===== src/rtl/conv_channel_accumulator.sv =====
// Output stage of the convolution datapath: sums NUM_CHANNELS partial sums plus a
// per-filter bias, then applies ReLU, a right-shift requantisation and unsigned saturation.
module conv_channel_accumulator #(
  parameter int IN_WIDTH     = 20,
  parameter int NUM_CHANNELS = 3,
  parameter int ACC_WIDTH    = 28,
  parameter int BIAS_WIDTH   = 16,
  parameter int SHIFT        = 4,
  parameter int OUT_WIDTH    = 8
) (
  input  logic                  clk,
  input  logic                  reset,
  input  logic                  enable,
  input  logic                  clear,
  input  logic                  in_valid,
  output logic                  in_ready,
  input  logic [IN_WIDTH-1:0]   in_data,
  input  logic [BIAS_WIDTH-1:0] in_bias,
  output logic                  out_valid,
  input  logic                  out_ready,
  output logic [OUT_WIDTH-1:0]  out_data,
  output logic [7:0]            chan_cnt
);

  typedef enum logic [1:0] {
    ST_IDLE  = 2'd0,
    ST_ACCUM = 2'd1,
    ST_ACT   = 2'd2,
    ST_HOLD  = 2'd3
  } state_t;

  localparam logic [7:0] LAST_CNT = 8'(NUM_CHANNELS - 1);

  state_t                       state_q, state_d;
  logic [7:0]                   cnt_q, cnt_d;
  logic signed [ACC_WIDTH-1:0]  acc_q, acc_d;
  logic [OUT_WIDTH-1:0]         out_data_q, out_data_d;
  logic                         out_valid_q, out_valid_d;

  logic signed [ACC_WIDTH-1:0]  data_ext_s;
  logic signed [ACC_WIDTH-1:0]  bias_ext_s;
  logic                         in_ready_s;
  logic                         accept_s;
  logic                         handshake_s;

  // ReLU, floor shift of the non-negative value, then clamp to the unsigned output range.
  function automatic logic [OUT_WIDTH-1:0] requant(input logic signed [ACC_WIDTH-1:0] acc);
    logic [ACC_WIDTH-1:0] r;
    logic [OUT_WIDTH-1:0] res;
    if (acc[ACC_WIDTH-1]) begin
      r = '0;
    end else begin
      r = $unsigned(acc >>> SHIFT);
    end
    if (r[ACC_WIDTH-1:OUT_WIDTH] != '0) begin
      res = {OUT_WIDTH{1'b1}};
    end else begin
      res = r[OUT_WIDTH-1:0];
    end
    return res;
  endfunction

  assign data_ext_s  = {{(ACC_WIDTH-IN_WIDTH){in_data[IN_WIDTH-1]}}, in_data};
  assign bias_ext_s  = ACC_WIDTH'($signed(in_bias));
  assign in_ready_s  = enable & (state_q == ST_ACCUM) & ~clear;
  assign accept_s    = in_valid & in_ready_s;
  assign handshake_s = out_valid_q & out_ready & enable;

  // Next-state logic; clear wins over any handshake in the same cycle.
  always_comb begin
    state_d     = state_q;
    cnt_d       = cnt_q;
    acc_d       = acc_q;
    out_data_d  = out_data_q;
    out_valid_d = out_valid_q;
    if (!enable) begin
      state_d = state_q;
    end else if (clear) begin
      state_d     = ST_ACCUM;
      cnt_d       = 8'd0;
      out_valid_d = 1'b0;
    end else begin
      case (state_q)
        ST_IDLE: begin
          state_d = ST_ACCUM;
        end
        ST_ACCUM: begin
          if (accept_s) begin
            acc_d = ((cnt_q == 8'd0) ? bias_ext_s : acc_q) + data_ext_s;
            if (cnt_q == LAST_CNT) begin
              state_d = ST_ACT;
              cnt_d   = 8'd0;
            end else begin
              cnt_d = cnt_q + 8'd1;
            end
          end else begin
            acc_d = acc_q;
          end
        end
        ST_ACT: begin
          out_data_d  = requant(acc_q);
          out_valid_d = 1'b1;
          state_d     = ST_HOLD;
        end
        ST_HOLD: begin
          if (handshake_s) begin
            out_valid_d = 1'b0;
            state_d     = ST_ACCUM;
          end else begin
            out_valid_d = 1'b1;
          end
        end
        default: begin
          state_d     = ST_IDLE;
          cnt_d       = 8'd0;
          out_valid_d = 1'b0;
        end
      endcase
    end
  end

  // State and datapath registers.
  always_ff @(posedge clk or posedge reset) begin
    if (reset) begin
      state_q     <= ST_IDLE;
      cnt_q       <= 8'd0;
      acc_q       <= '0;
      out_data_q  <= '0;
      out_valid_q <= 1'b0;
    end else begin
      state_q     <= state_d;
      cnt_q       <= cnt_d;
      acc_q       <= acc_d;
      out_data_q  <= out_data_d;
      out_valid_q <= out_valid_d;
    end
  end

  assign in_ready  = in_ready_s;
  assign out_valid = out_valid_q;
  assign out_data  = out_data_q;
  assign chan_cnt  = cnt_q;

endmodule


===== config.mk =====
export PLATFORM = sky130hd
export DESIGN_NAME = conv_channel_accumulator
export DESIGN_NICKNAME = d
export VERILOG_FILES = /design/src/rtl/conv_channel_accumulator.sv
export SDC_FILE = /design/constraint.sdc
export NUM_CORES = 1
export LEC_CHECK = 0
export BUFFER_PORTS_ARGS = -buffer_cell sky130_fd_sc_hd__buf_2
export CAP_MARGIN = 20
export CELL_PAD_IN_SITES_DETAIL_PLACEMENT = 0
export CELL_PAD_IN_SITES_GLOBAL_PLACEMENT = 2
export CORE_MARGIN = 3
export CORE_UTILIZATION = 31
export DETAILED_ROUTE_END_ITERATION = 10
export PLACE_DENSITY_LB_ADDON = 0.1
export SLEW_MARGIN = 20
export SYNTH_ARGS = -nofsm -noshare
export SYNTH_HDL_FRONTEND = slang
export SYNTH_SLANG_ARGS = --single-unit

===== constraint.sdc =====
create_clock -name clk -period 3.87 [get_ports clk]
set_input_delay 0 -clock clk [delete_from_list [all_inputs] [get_ports clk]]
set_output_delay 0 -clock clk [all_outputs]
set_load 0.005 [all_outputs]

# After elaboration in Yosys (flattened, before gate mapping)
# Cells that the tools add are included.
# totals
rom_bits,0
register_bits,47
latch_bits,0
ram_bits,0
output_inout_bits,18
n_memories,0
in_bits,42
# classes
multipliers,0
n_bitwise,6
eq_ne,7
div_mod_pow,0
shifts,0
n_lt_le_gt_ge,0
add_sub_neg,2
muxes,18
reduce_logical,11
# ops
op,n
2-to-1 mux 28 bit,4
2-to-1 mux 8 bit,5
adder 28 x 20 -> 28 bit,1
2-to-1 mux 23 bit,1
nonzero test 20 bit,1
"adder 8 x 1 -> 8 bit, second input constant",1
"equality test 8 x 2 -> 1 bit, second input constant",1
logical NOT 8 bit,1
2-to-1 mux 2 bit,4
case mux 2 bit (4 select lines),1
AND reduction 4 bit,2
"!= test 3 bit, second input constant",2
AND reduction 3 bit,2
bitwise AND 1 bit,5
"equality test 2 bit, second input constant",2
nonzero test 2 bit,2
"!= test 3 x 2 -> 1 bit, second input constant",1
nonzero test 3 bit,1
"equality test 2 x 1 -> 1 bit, second input constant",1
logical NOT 2 bit,1
2-to-1 mux 1 bit,2
case mux 1 bit (2 select lines),1
AND reduction 2 bit,1
NOT 1 bit,1

# Depth between registers and ports, before layout
# Gate-level depths: netlist of run 1.
# depth
word_depth,7
mapped_depth,19
depth_no_buf,17

# Least setup slack after synthesis of run 1
# OpenSTA, ideal clock, no wires.
# synth_timing
kind,register to register
from,register cnt_q[3] (netlist: chan_cnt[3])
to,register acc_q[26]
slack_ps,-327
t_required_ps,3801
stages_incl_launch_ff,20
path_buffers,2
arrival_time_ps,4128
path_cell_list,dfrtp_1 or4_1 nor3_1 nand2_1 clkbuf_1 clkbuf_1 mux2_2 ha_1 inv_1 fa_1 nor2b_1 o21a_2 o21ai_2 a21oi_2 a31oi_2 o21ai_2 a221o_1 a31oi_1 or4b_1 nand3_1
# synth_via
elab_chain_len,3
# synth_rtl
item,line_no,source
from (decl),35,"logic [7:0] cnt_q, cnt_d;"
from (signal assigned),132,cnt_q <= cnt_d;
logical NOT 8 bit,89,acc_d = ((cnt_q == 8'd0) ? bias_ext_s : acc_q) + data_ext_s;
2-to-1 mux 28 bit,89,
adder 28 x 20 -> 28 bit,89,
to (signal assigned),127,acc_q <= '0;
to (signal assigned),133,acc_q <= acc_d;
to (decl),36,"logic signed [ACC_WIDTH-1:0] acc_q, acc_d;"
# No other way between the ends.
# A chain may end at the register's enable or synchronous reset.

# Worst setup path after layout of run 1
# layout_timing
from,register cnt_q[6] (netlist: chan_cnt[6])
to,register acc_q[27]
# Same word-level chain as after synthesis.

==> results of run 1 <==
[cells by family after synthesis]
| family | Yosys count | synth area share [%] |
|---|---|---|
| xor+xnor | 29 | 6.844 |
| compound gates | 129 | 22.79 |
| flops | 47 | 31.69 |
| fa+ha+maj | 37 | 12.68 |
| mux | 18 | 5.462 |
| buf+inv | 27 | 2.731 |
| simple gates | 134 | 17.80 |
[sequential cells by signal, indices dropped and copies added (netlist names)]
register,count
acc_q,28
chan_cnt,8
out_data,8
out_valid,1
state_q,2
[metal layers]
metal / routed length [µm] / global-route usage, %
met1: 4989 / 21.85
met2: 4824 / 26.62
met3: 240 / 1.775
met4: 94 / 3.286
met5: 0 / 0
[critical path, cell delays in order, from the launching register on]
cell      delay, ps
dfrtp_1         380
or4_4           540
nor3_4          180
nand2_2         110
buf_12          160
buf_6           120
mux2_2          310
ha_4            280
a21oi_1          60
buf_4           150
nand2_1          50
nand2_1          70
a41oi_4         240
a31oi_2         140
o31ai_1         260
a21oi_1         110
xnor2_1         250
mux2_1          350
o211ai_1        100
[cell usage in the layout (no fill, tap or decap), drive strengths merged, types with 8 or more instances in the layout]
| cell type | count |
|---|---|
| nor2 | 26 |
| dfrtp | 47 |
| nand2 | 56 |
| buf | 116 |
| xor2 | 17 |
| a21o | 26 |
| ha | 36 |
| xnor2 | 12 |
| o21ai | 38 |
| clkbuf | 8 |
| inv | 12 |
| a21oi | 27 |
| mux2 | 18 |
| o31ai | 12 |
[what timing repair did]
item / in CTS / in global routing
resized for setup: 20 / 15
pin swaps: 9 / 10
gates cloned: 0 / 0
endpoints found under the hold margin: 21 / 0
setup endpoints to repair: 9 / 10
setup buffers: 3 / 3
hold buffers: 2 / 0
[cell type report]
| cell class | count | area (µm²) |
|---|---|---|
| clock buffer | 8 | 156.4 |
| timing repair buffer | 118 | 788.3 |
| tap | 143 | 178.9 |
| fill | 1185 | 6556 |
| multi-input combinational | 347 | 2664 |
| sequential | 47 | 1176 |
| inverter | 12 | 45.04 |
[worst max path at each step]
| stage | from | end | slack [ps] | depth (start not counted) |
|---|---|---|---|---|
| CTS | chan_cnt[6]$_DFFE_PP0P_ | acc_q[27]$_DFFE_PP0P_ | -80 | 16 |
| finish | chan_cnt[6]$_DFFE_PP0P_ | acc_q[27]$_DFFE_PP0P_ | -60 | 18 |
| detailed placement | chan_cnt[6]$_DFFE_PP0P_ | acc_q[27]$_DFFE_PP0P_ | -230 | 16 |
| floorplan | chan_cnt[6]$_DFFE_PP0P_ | acc_q[26]$_DFFE_PP0P_ | -50 | 19 |
| global placement | chan_cnt[6]$_DFFE_PP0P_ | acc_q[26]$_DFFE_PP0P_ | -160 | 18 |
| global route | chan_cnt[6]$_DFFE_PP0P_ | acc_q[27]$_DFFE_PP0P_ | -250 | 18 |
[power breakdown]
part / total (mW) / switching [mW] / internal [mW]
Clock: 0.462 / 0.186 / 0.276
Combinational: 2.48 / 1.21 / 1.27
Sequential: 0.837 / 0.167 / 0.670
[stage by stage]
step | hold slack (ps) | std cells | setup WS (ps) | utilization, % | power, mW
after CTS | 43.24 | 673 | -83.24 | 42.61 | 3.755
after global placement | 281.8 | 659 | -163.5 | 39.54 | 3.104
final | 50.78 | 675 | -58.72 | 43.31 | 3.775
after floorplan | 85.74 | 421 | -48.30 | - | 2.326
after global routing | 67.09 | 675 | -250.4 | 43.31 | 4.146
after detailed placement | 80.30 | 660 | -234.6 | 39.72 | 3.125
==> impl_metrics.env, run 1 <==
export IMPL_status="finished with violations"
export IMPL_violations="negative setup slack"
export IMPL_cts_root_buf="clkbuf_16"
export IMPL_fin_crit_sh_pct=101.5
export IMPL_r2r_slack_ps=-60
export IMPL_reg2regPathDepth=18
export IMPL_cp_arrival_ps=4130
export IMPL_grt_pass1_wl_mm=16.96
export IMPL_final_net_count=610
export IMPL_hp_start="out_ready"
export IMPL_place_hpwl_mm=7.969
export IMPL_antenna_left=0
export IMPL_synth_top_area_share_pct=31.69
export IMPL_wl_per_cell_um=15.04
export IMPL_synth_nets=500
export IMPL_drtPass1Iterations=4
export IMPL_die_x_um=115.4
export IMPL_synth_top_cell_by_area="dfrtp_1"
export IMPL_cp_max_fo=11
export IMPL_finalInstanceArea_um2=5009
export IMPL_overflow=0
export IMPL_track_usage_pct=15.75
export IMPL_ys_top_cells_by_area="dfrtp_1 32%, ha_1 12%, nand2_1 5.6%"
export IMPL_gp_congestion=0.7920
export IMPL_rsz0062_at_grt="true"
export IMPL_slew_headroom_pct=59.09
export IMPL_synth_most_common_cell="nand2_1"
export IMPL_worst_pin_slew_ps=611.6
export IMPL_r2r_end="acc_q[27]$_DFFE_PP0P_"
export IMPL_postSynthAreaPerCell_um2=8.815
export IMPL_worstPathRequired_ps=4070
export IMPL_antenna_cells=0
export IMPL_tns_ps=-58.72
export IMPL_ios=60
export IMPL_syn_cell_area_um2=3711
export IMPL_antenna_found_initial=0
export IMPL_ys_ff_latch=47
export IMPL_min_to="out_valid$_DFFE_PP0P_"
export IMPL_grt_pass1_vias=3368
export IMPL_cts_tree="built"
export IMPL_r2r_start="chan_cnt[6]$_DFFE_PP0P_"
export IMPL_synth_edf_count=0
export IMPL_area_growth_pct=34.96
export IMPL_hold_path_depth=3
export IMPL_start_util_pct=32.09
export IMPL_core_area_um2=11560
export IMPL_drv_cap=0
export IMPL_cts_htree_levels=2
export IMPL_rows=39
export IMPL_maxSlewViolCount=0
export IMPL_die_area_um2=13320
export IMPL_fin_crit_ps=3929
export IMPL_power_density_nw_per_um2=753.6
export IMPL_port_buffers=59
export IMPL_clkSlewWorstSetupHoldPaths_ps=70
export IMPL_drt_vias_per_instance=4.985
export IMPL_routed_wirelength_mm=10.15
export IMPL_clock_path_buffers=2
export IMPL_clock_sinks=47
export IMPL_drc_errors=0
export IMPL_endpoint_kind="register"
export IMPL_clock_latency_ps=290
export IMPL_async_flop_share_pct=100.0
export IMPL_ys_top_cells_by_count="55 x nand2_1, 47 x dfrtp_1, 36 x ha_1"
export IMPL_grt_max_degree=35
export IMPL_finalSetupViolCount=1
export IMPL_start_kind="register"
export IMPL_vias=3365
export IMPL_max_freq_ghz=0.2545
export IMPL_drive_above_1_share_pct=34.40
export IMPL_seq_area_frac_synth_pct=31.69
export IMPL_setup_ws_ps=-58.72
export IMPL_clock_skew_ps=5.350
export IMPL_die_height_um=115.4
export IMPL_p_leak_nw=2.457
export IMPL_syn_instance_count=421
export IMPL_dpl_cell_area_um2=4593
export IMPL_finalHoldViolations=0
export IMPL_drt_iter0_drc=98
export IMPL_min_path_type="input pin to register"
export IMPL_path_class="register to register"
export IMPL_synth_distinct_cells=62
export IMPL_yosys_warnings=0
export IMPL_numCtsBuffers=5
export IMPL_peakVddDrop_v=0.0002740
export IMPL_synth_flop_cell="dfrtp_1"
(Power assumes the default switching activity.)
==> run 2: changes to the inputs <==
- CORE_MARGIN: 3 -> 4
- MAX_ROUTING_LAYER: not set -> met4
==> run 2 against run 1 <==
Die area is 3.5% higher; the flow still finishes with violations (negative setup slack); worst setup slack worse by 74 ps; largest cell class unchanged; clock-buffer cell count is 1 lower; wire length is 2.2% higher; clock skew is 1.2 ps lower; flip-flop and latch count stayed put.
==> impl_metrics.env, run 2 (same netlist as run 1, synthesis figures left out) <==
export IMPL_path_class="register to register"
export IMPL_place_hpwl_mm=7.886
export IMPL_finalNonFillerCells=674
export IMPL_clock_path_buffers=2
export IMPL_min_to="out_valid$_DFFE_PP0P_"
export IMPL_slew_headroom_pct=41.05
export IMPL_wl_per_cell_um=15.38
export IMPL_slowest_delay_ps=540
export IMPL_rsz0062_at_grt="true"
export IMPL_max_freq_ghz=0.2498
export IMPL_vias=3379
export IMPL_cp_cell_sequence="or4_4, nor3_4, nand2_2, buf_12, mux2_4, ha_4, inv_2, fa_2, nor2b_1, o21a_2, o21ai_4, a21oi_4, a31oi_4, o21ai_2, a221o_1, a31oi_2, or4b_1, nand3_1"
export IMPL_routed_wirelength_mm=10.37
export IMPL_overflow=0
export IMPL_maxSlewViolCount=0
export IMPL_fillers=1184
export IMPL_ios=60
export IMPL_final_cell_mix="59 x buf_2, 54 x nand2_1, 54 x buf_4, 47 x dfrtp_1, 29 x ha_1"
export IMPL_drc_errors=0
export IMPL_antenna_cells=0
export IMPL_regMostFlops="acc_q"
export IMPL_finalHoldViolations=0
export IMPL_ff_latch_area_um2=1176
export IMPL_area_growth_pct=35.84
export IMPL_drv_cap=0
export IMPL_min_path_type="input pin to register"
export IMPL_drive_above_1_share_pct=36.53
export IMPL_cp_arrival_ps=4230
export IMPL_clock_sinks=47
export IMPL_core_area_um2=11560
export IMPL_die_height_um=117.4
export IMPL_clock_latency_ps=290
export IMPL_cts_tree="built"
export IMPL_port_buffers=59
export IMPL_peakVddDrop_v=0.0003249
export IMPL_fin_crit_sh_pct=103.4
export IMPL_setup_ws_ps=-133.2
export IMPL_clock_skew_ps=4.161
export IMPL_largest_reg_flops=28
export IMPL_die_x_um=117.4
export IMPL_hold_path_depth=3
export IMPL_fin_crit_ps=4003
export IMPL_power_density_nw_per_um2=765.7
export IMPL_r2r_slack_ps=-130
export IMPL_gp_congestion=0.8187
export IMPL_r2r_end="acc_q[26]$_DFFE_PP0P_"
export IMPL_worstPathRequired_ps=4100
export IMPL_endpoint_kind="register"
export IMPL_r2r_start="chan_cnt[6]$_DFFE_PP0P_"
export IMPL_track_usage_pct=15.61
export IMPL_hp_start="clear"
export IMPL_numCtsBuffers=5
export IMPL_power_total_mw=3.860
export IMPL_worst_pin_slew_ps=883.2
export IMPL_status="finished with violations"
export IMPL_start_util_pct=32.09
export IMPL_grt_pass1_wl_mm=17.44
export IMPL_drtPass1Iterations=4
export IMPL_reg2regPathDepth=18
export IMPL_final_net_count=609
export IMPL_die_area_um2=13790
export IMPL_start_kind="register"
export IMPL_cp_slowest_cell="or4_4"
export IMPL_drt_iter0_drc=117
export IMPL_drt_vias_per_instance=5.013
export IMPL_p_leak_nw=2.455
export IMPL_multi_input_area_um2=2719
export IMPL_cts_root_buf="clkbuf_16"
export IMPL_layout_commonest_cell="buf_2"
export IMPL_cts_htree_levels=2
export IMPL_grt_max_degree=48
export IMPL_antenna_found_initial=0
export IMPL_finalSetupViolCount=3
export IMPL_clkSlewWorstSetupHoldPaths_ps=70
export IMPL_dp_cells=658
export IMPL_cp_max_fo=11
export IMPL_antenna_left=0
export IMPL_grt_pass1_vias=3476
export IMPL_violations="negative setup slack"
export IMPL_rows=39
[run 2: cell count changes in the layout (fill, tap and decap cells not counted), sizes merged]
| cell | previous run | this run |
|---|---|---|
| clkinv | 0 | 1 |
| inv | 12 | 11 |
| buf | 116 | 115 |
| clkbuf | 8 | 7 |
| clkinvlp | 0 | 1 |
[run 2: worst max-delay path by stage]
stage	startpoint	end	slack (ps)
4_1_cts	chan_cnt[6]$_DFFE_PP0P_	acc_q[27]$_DFFE_PP0P_	-50
5_1_grt	chan_cnt[6]$_DFFE_PP0P_	acc_q[26]$_DFFE_PP0P_	-340
3_5_place_dp	chan_cnt[6]$_DFFE_PP0P_	acc_q[27]$_DFFE_PP0P_	-270
6_report	chan_cnt[6]$_DFFE_PP0P_	acc_q[26]$_DFFE_PP0P_	-130
3_3_place_gp	chan_cnt[6]$_DFFE_PP0P_	acc_q[26]$_DFFE_PP0P_	-200
2_1_floorplan	chan_cnt[6]$_DFFE_PP0P_	acc_q[26]$_DFFE_PP0P_	-50
[run 2: metal layers]
metal / wire [µm] / part of all wire [%] / global-route usage [%] / vias up
met4: 108 / 1.0 / 3.519 / 0
met5: 0 / 0 / - / -
met3: 255 / 2.5 / 1.973 / 6
met2: 4934 / 48 / 26.45 / 48
met1: 5071 / 49 / 20.06 / 1594
li1: - / - / - / 1731
[run 2: area by class of cell]
type	count	area share (%)
inverter	12	0.9183
clock buffer	7	3.028
tap	143	3.549
sequential	47	23.33
clock inverter	1	0.1489
timing repair buffer	117	15.09
multi-input combinational	347	53.93
[run 2: what timing repair did]
action                                  CTS  global route
buffers inserted                          3             3
endpoints found under the setup margin   10             8
hold buffers                              1             1
endpoints found under the hold margin     1            47
pin swaps                                11            12
gates resized for setup                  20            24
[run 2: report_power, final]
part           internal [mW]  switching [mW]  leakage (nW)
logic                   1.29            1.26          1.78
registers              0.669           0.168         0.604
clock network          0.275           0.196        0.0761
total                   2.24            1.62          2.45
[run 2: worst max-delay path: cells and delay by family, from the launching register on]
family | cells | cell delay (ps)
and+or+nand+nor | 6 | 1580
AOI/OAI and AO/OA | 7 | 1090
adders and majority gates | 2 | 470
DFF | 1 | 380
muxes | 1 | 210
buffers and inverters | 2 | 200
[run 2: through the flow]
stage / worst slack [ps] / util [%] / area [µm²] / TNS (ps) / hold slack, ps
2_1_floorplan: -48.30 / - / 3767 / -57.40 / 85.74
3_3_place_gp: -199.5 / 39.48 / 4566 / -894.1 / 274.0
3_5_place_dp: -273.6 / 39.48 / 4566 / -1311 / 278.9
4_1_cts: -50.86 / 42.16 / 4876 / -82.87 / 21.42
5_1_grt: -335.9 / 43.59 / 5041 / -1416 / 57.57
6_report: -133.2 / 43.59 / 5041 / -242.5 / 44.82
==> run 3: changes to the inputs <==
- ABC_AREA: not set -> 1
- CORE_UTILIZATION: 31 -> 28
- GPL_TIMING_DRIVEN: not set -> 0
==> run 3 against run 2 <==
Sequential share of layout area decreased by 0.61 points; clock power increased by 7.6%; the run now ends clean; total power increased by 5.5%; non-clock buffer count decreased by 47; critical path type unchanged; largest power group unchanged; fmax increased by 15%; global-route usage increased by 1.1 points.
==> impl_metrics.env, run 3 <==
export IMPL_status="complete, no violations"
export IMPL_reg2regPathDepth=21
export IMPL_ys_ff_latch=47
export IMPL_drive_above_1_share_pct=10.54
export IMPL_power_density_nw_per_um2=786.6
export IMPL_r2r_slack_ps=400
export IMPL_worstPathRequired_ps=4040
export IMPL_synth_xor_area_share_pct=2.382
export IMPL_ys_top_cells_by_count="283 x nand2_1, 127 x inv_1, 71 x nor2_1"
export IMPL_clock_skew_ps=4.589
export IMPL_crit_end="acc_q[14]$_DFFE_PP0P_"
export IMPL_clkSlewWorstSetupHoldPaths_ps=60
export IMPL_ios=60
export IMPL_cts_tree="built"
export IMPL_area_growth_pct=17.30
export IMPL_clock_latency_ps=290
export IMPL_rsz0062_at_grt="false"
export IMPL_wl_per_cell_um=14.40
export IMPL_synth_simple_area_share_pct=40.23
export IMPL_tns_ps=0
export IMPL_clock_sinks=47
export IMPL_vias=4438
export IMPL_grt_pass1_vias=4294
export IMPL_cts_root_buf="clkbuf_16"
export IMPL_antenna_cells=0
export IMPL_path_class="register to register"
export IMPL_grt_max_degree=26
export IMPL_core_area_um2=15310
export IMPL_fin_crit_sh_pct=89.62
export IMPL_track_usage_pct=16.70
export IMPL_worst_pin_slew_ps=590.0
export IMPL_drt_vias_per_instance=4.403
export IMPL_start_kind="register"
export IMPL_synth_flop_cell="dfrtp_1"
export IMPL_die_height_um=133.5
export IMPL_peakVddDrop_v=0.0002897
export IMPL_synth_distinct_cells=31
export IMPL_r2r_start="chan_cnt[0]$_DFFE_PP0P_"
export IMPL_cp_max_fo=10
export IMPL_die_area_um2=17830
export IMPL_synth_top_area_share_pct=26.65
export IMPL_max_freq_ghz=0.2883
export IMPL_yosys_warnings=0
export IMPL_synth_top_cell_by_area="dfrtp_1"
export IMPL_seq_area_frac_synth_pct=26.65
export IMPL_endpoint_kind="register"
export IMPL_overflow=0
export IMPL_numCtsBuffers=5
export IMPL_synth_compound_area_share_pct=8.194
export IMPL_final_cell_mix="282 x nand2_1, 126 x inv_1, 71 x nor2_1, 64 x buf_2, 47 x dfrtp_1"
export IMPL_finalHoldViolations=0
export IMPL_regMostFlops="acc_q"
export IMPL_final_net_count=875
export IMPL_routed_wirelength_mm=14.52
export IMPL_r2r_end="acc_q[14]$_DFFE_PP0P_"
export IMPL_slew_headroom_pct=60.61
export IMPL_p_leak_nw=3.039
export IMPL_post_cts_setup_buffers=0
export IMPL_gp_congestion=0.8106
export IMPL_synth_mux_area_share_pct=0
export IMPL_syn_cell_area_um2=4413
export IMPL_antenna_found_initial=0
export IMPL_start_util_pct=28.82
export IMPL_rows=45
export IMPL_grt_pass1_wl_mm=22.71
export IMPL_drtPass1Iterations=4
export IMPL_drc_errors=0
export IMPL_min_path_type="input pin to register"
export IMPL_ys_top_cells_by_area="dfrtp_1 27%, nand2_1 24%, inv_1 11%"
export IMPL_synth_edf_count=0
export IMPL_cts_htree_levels=2
export IMPL_synth_adder_area_share_pct=10.66
export IMPL_maxSlewViolCount=0
export IMPL_drv_cap=0
export IMPL_port_buffers=59
export IMPL_drt_iter0_drc=197
export IMPL_power_total_mw=4.072
export IMPL_place_hpwl_mm=12.37
export IMPL_finalSetupViolCount=0
export IMPL_synth_nets=808
export IMPL_async_flop_share_pct=100.0
export IMPL_crit_path_start="chan_cnt[0]$_DFFE_PP0P_"
export IMPL_clock_path_buffers=2
export IMPL_postSynthAreaPerCell_um2=6.053
export IMPL_synth_most_common_cell="nand2_1"
export IMPL_die_x_um=133.5
export IMPL_fin_crit_ps=3468
export IMPL_layout_commonest_cell="nand2_1"
export IMPL_largest_reg_flops=28
export IMPL_synth_top_family_by_area="simple AND/OR/NAND/NOR gates"
export IMPL_syn_instance_count=729
export IMPL_cp_arrival_ps=3630
export IMPL_antenna_left=0
-- run 3: metal layers --
| layer | global-route usage, % | vias up | share of wire [%] |
|---|---|---|---|
| li1 | - | 2390 | - |
| met1 | 21.95 | 1974 | 49 |
| met2 | 27.91 | 63 | 47 |
| met3 | 2.341 | 11 | 3.4 |
| met4 | 2.743 | 0 | 1.1 |
| met5 | - | - | 0 |
-- run 3: what timing repair did --
item	4_1_cts	5_1_grt
hold buffers	1	0
setup endpoints to repair	0	7
gates resized for setup	0	3
hold endpoints to repair	24	0
-- run 3: cell families after synthesis --
family	count (synthesis)
buf+inv	138
simple gates	429
xor+xnor	12
fa+ha+maj	37
compound gates	66
flops	47
-- run 3: cell type report --
type / instances / area, µm²
Buffer: 9 / 41.29
Timing Repair Buffer: 61 / 325.3
Multi-Input combinational cell: 544 / 2715
Clock buffer: 6 / 138.9
Sequential cell: 47 / 1176
Fill cell: 1795 / 10140
Clock inverter: 2 / 35.03
Tap cell: 211 / 264.0
Inverter: 128 / 480.5
-- run 3: worst max-delay path, cell delays in order, from the launching register on --
cell and delay, ps:
dfrtp_1 360, inv_1 100, ha_1 200, nand2_1 130
inv_1 70, nand2_2 180, clkbuf_2 280, nand2_1 70
nand2_1 60, ha_1 230, inv_1 80, fa_1 410
inv_1 110, nand3_1 80, nand3_1 250, nand2_1 90
nand2_1 200, nand3_1 120, nand2_1 80, nand2_1 40
nand3_1 90, o21ai_0 100
-- run 3: worst min path at each step --
stage / from / endpoint / cells after the start
2_1_floorplan: clear / in_ready / 1
3_3_place_gp: clear / state_q[1]$_DFFE_PP0P_ / 2
3_5_place_dp: reset / out_data[2]$_DFFE_PP0P_ / 2
4_1_cts: clear / state_q[1]$_DFFE_PP0P_ / 2
5_1_grt: clear / state_q[1]$_DFFE_PP0P_ / 2
6_report: clear / state_q[1]$_DFFE_PP0P_ / 2
-- run 3: power by group --
| part | leakage [nW] | internal [mW] | switching, mW | total [mW] |
|---|---|---|---|---|
| combinational | 2.37 | 0.941 | 1.79 | 2.73 |
| sequential | 0.582 | 0.690 | 0.143 | 0.833 |
| clock | 0.0868 | 0.321 | 0.185 | 0.507 |
| total | 3.04 | 1.95 | 2.12 | 4.07 |
-- run 3: stage by stage --
| step | utilization, % | hold slack (ps) | area (µm²) | worst slack, ps | cells |
|---|---|---|---|---|---|
| after CTS | 33.80 | 1.640 | 5176 | 50.47 | 1009 |
| after floorplan | - | 26.25 | 4413 | 1022 | 729 |
| after detailed placement | 32.60 | 105.3 | 4992 | 74.45 | 1000 |
| after global routing | 33.80 | 24.63 | 5176 | 13.91 | 1008 |
| final | 33.80 | 8.463 | 5176 | 401.7 | 1008 |
| after global placement | 32.47 | 306.5 | 4972 | 92.65 | 999 |
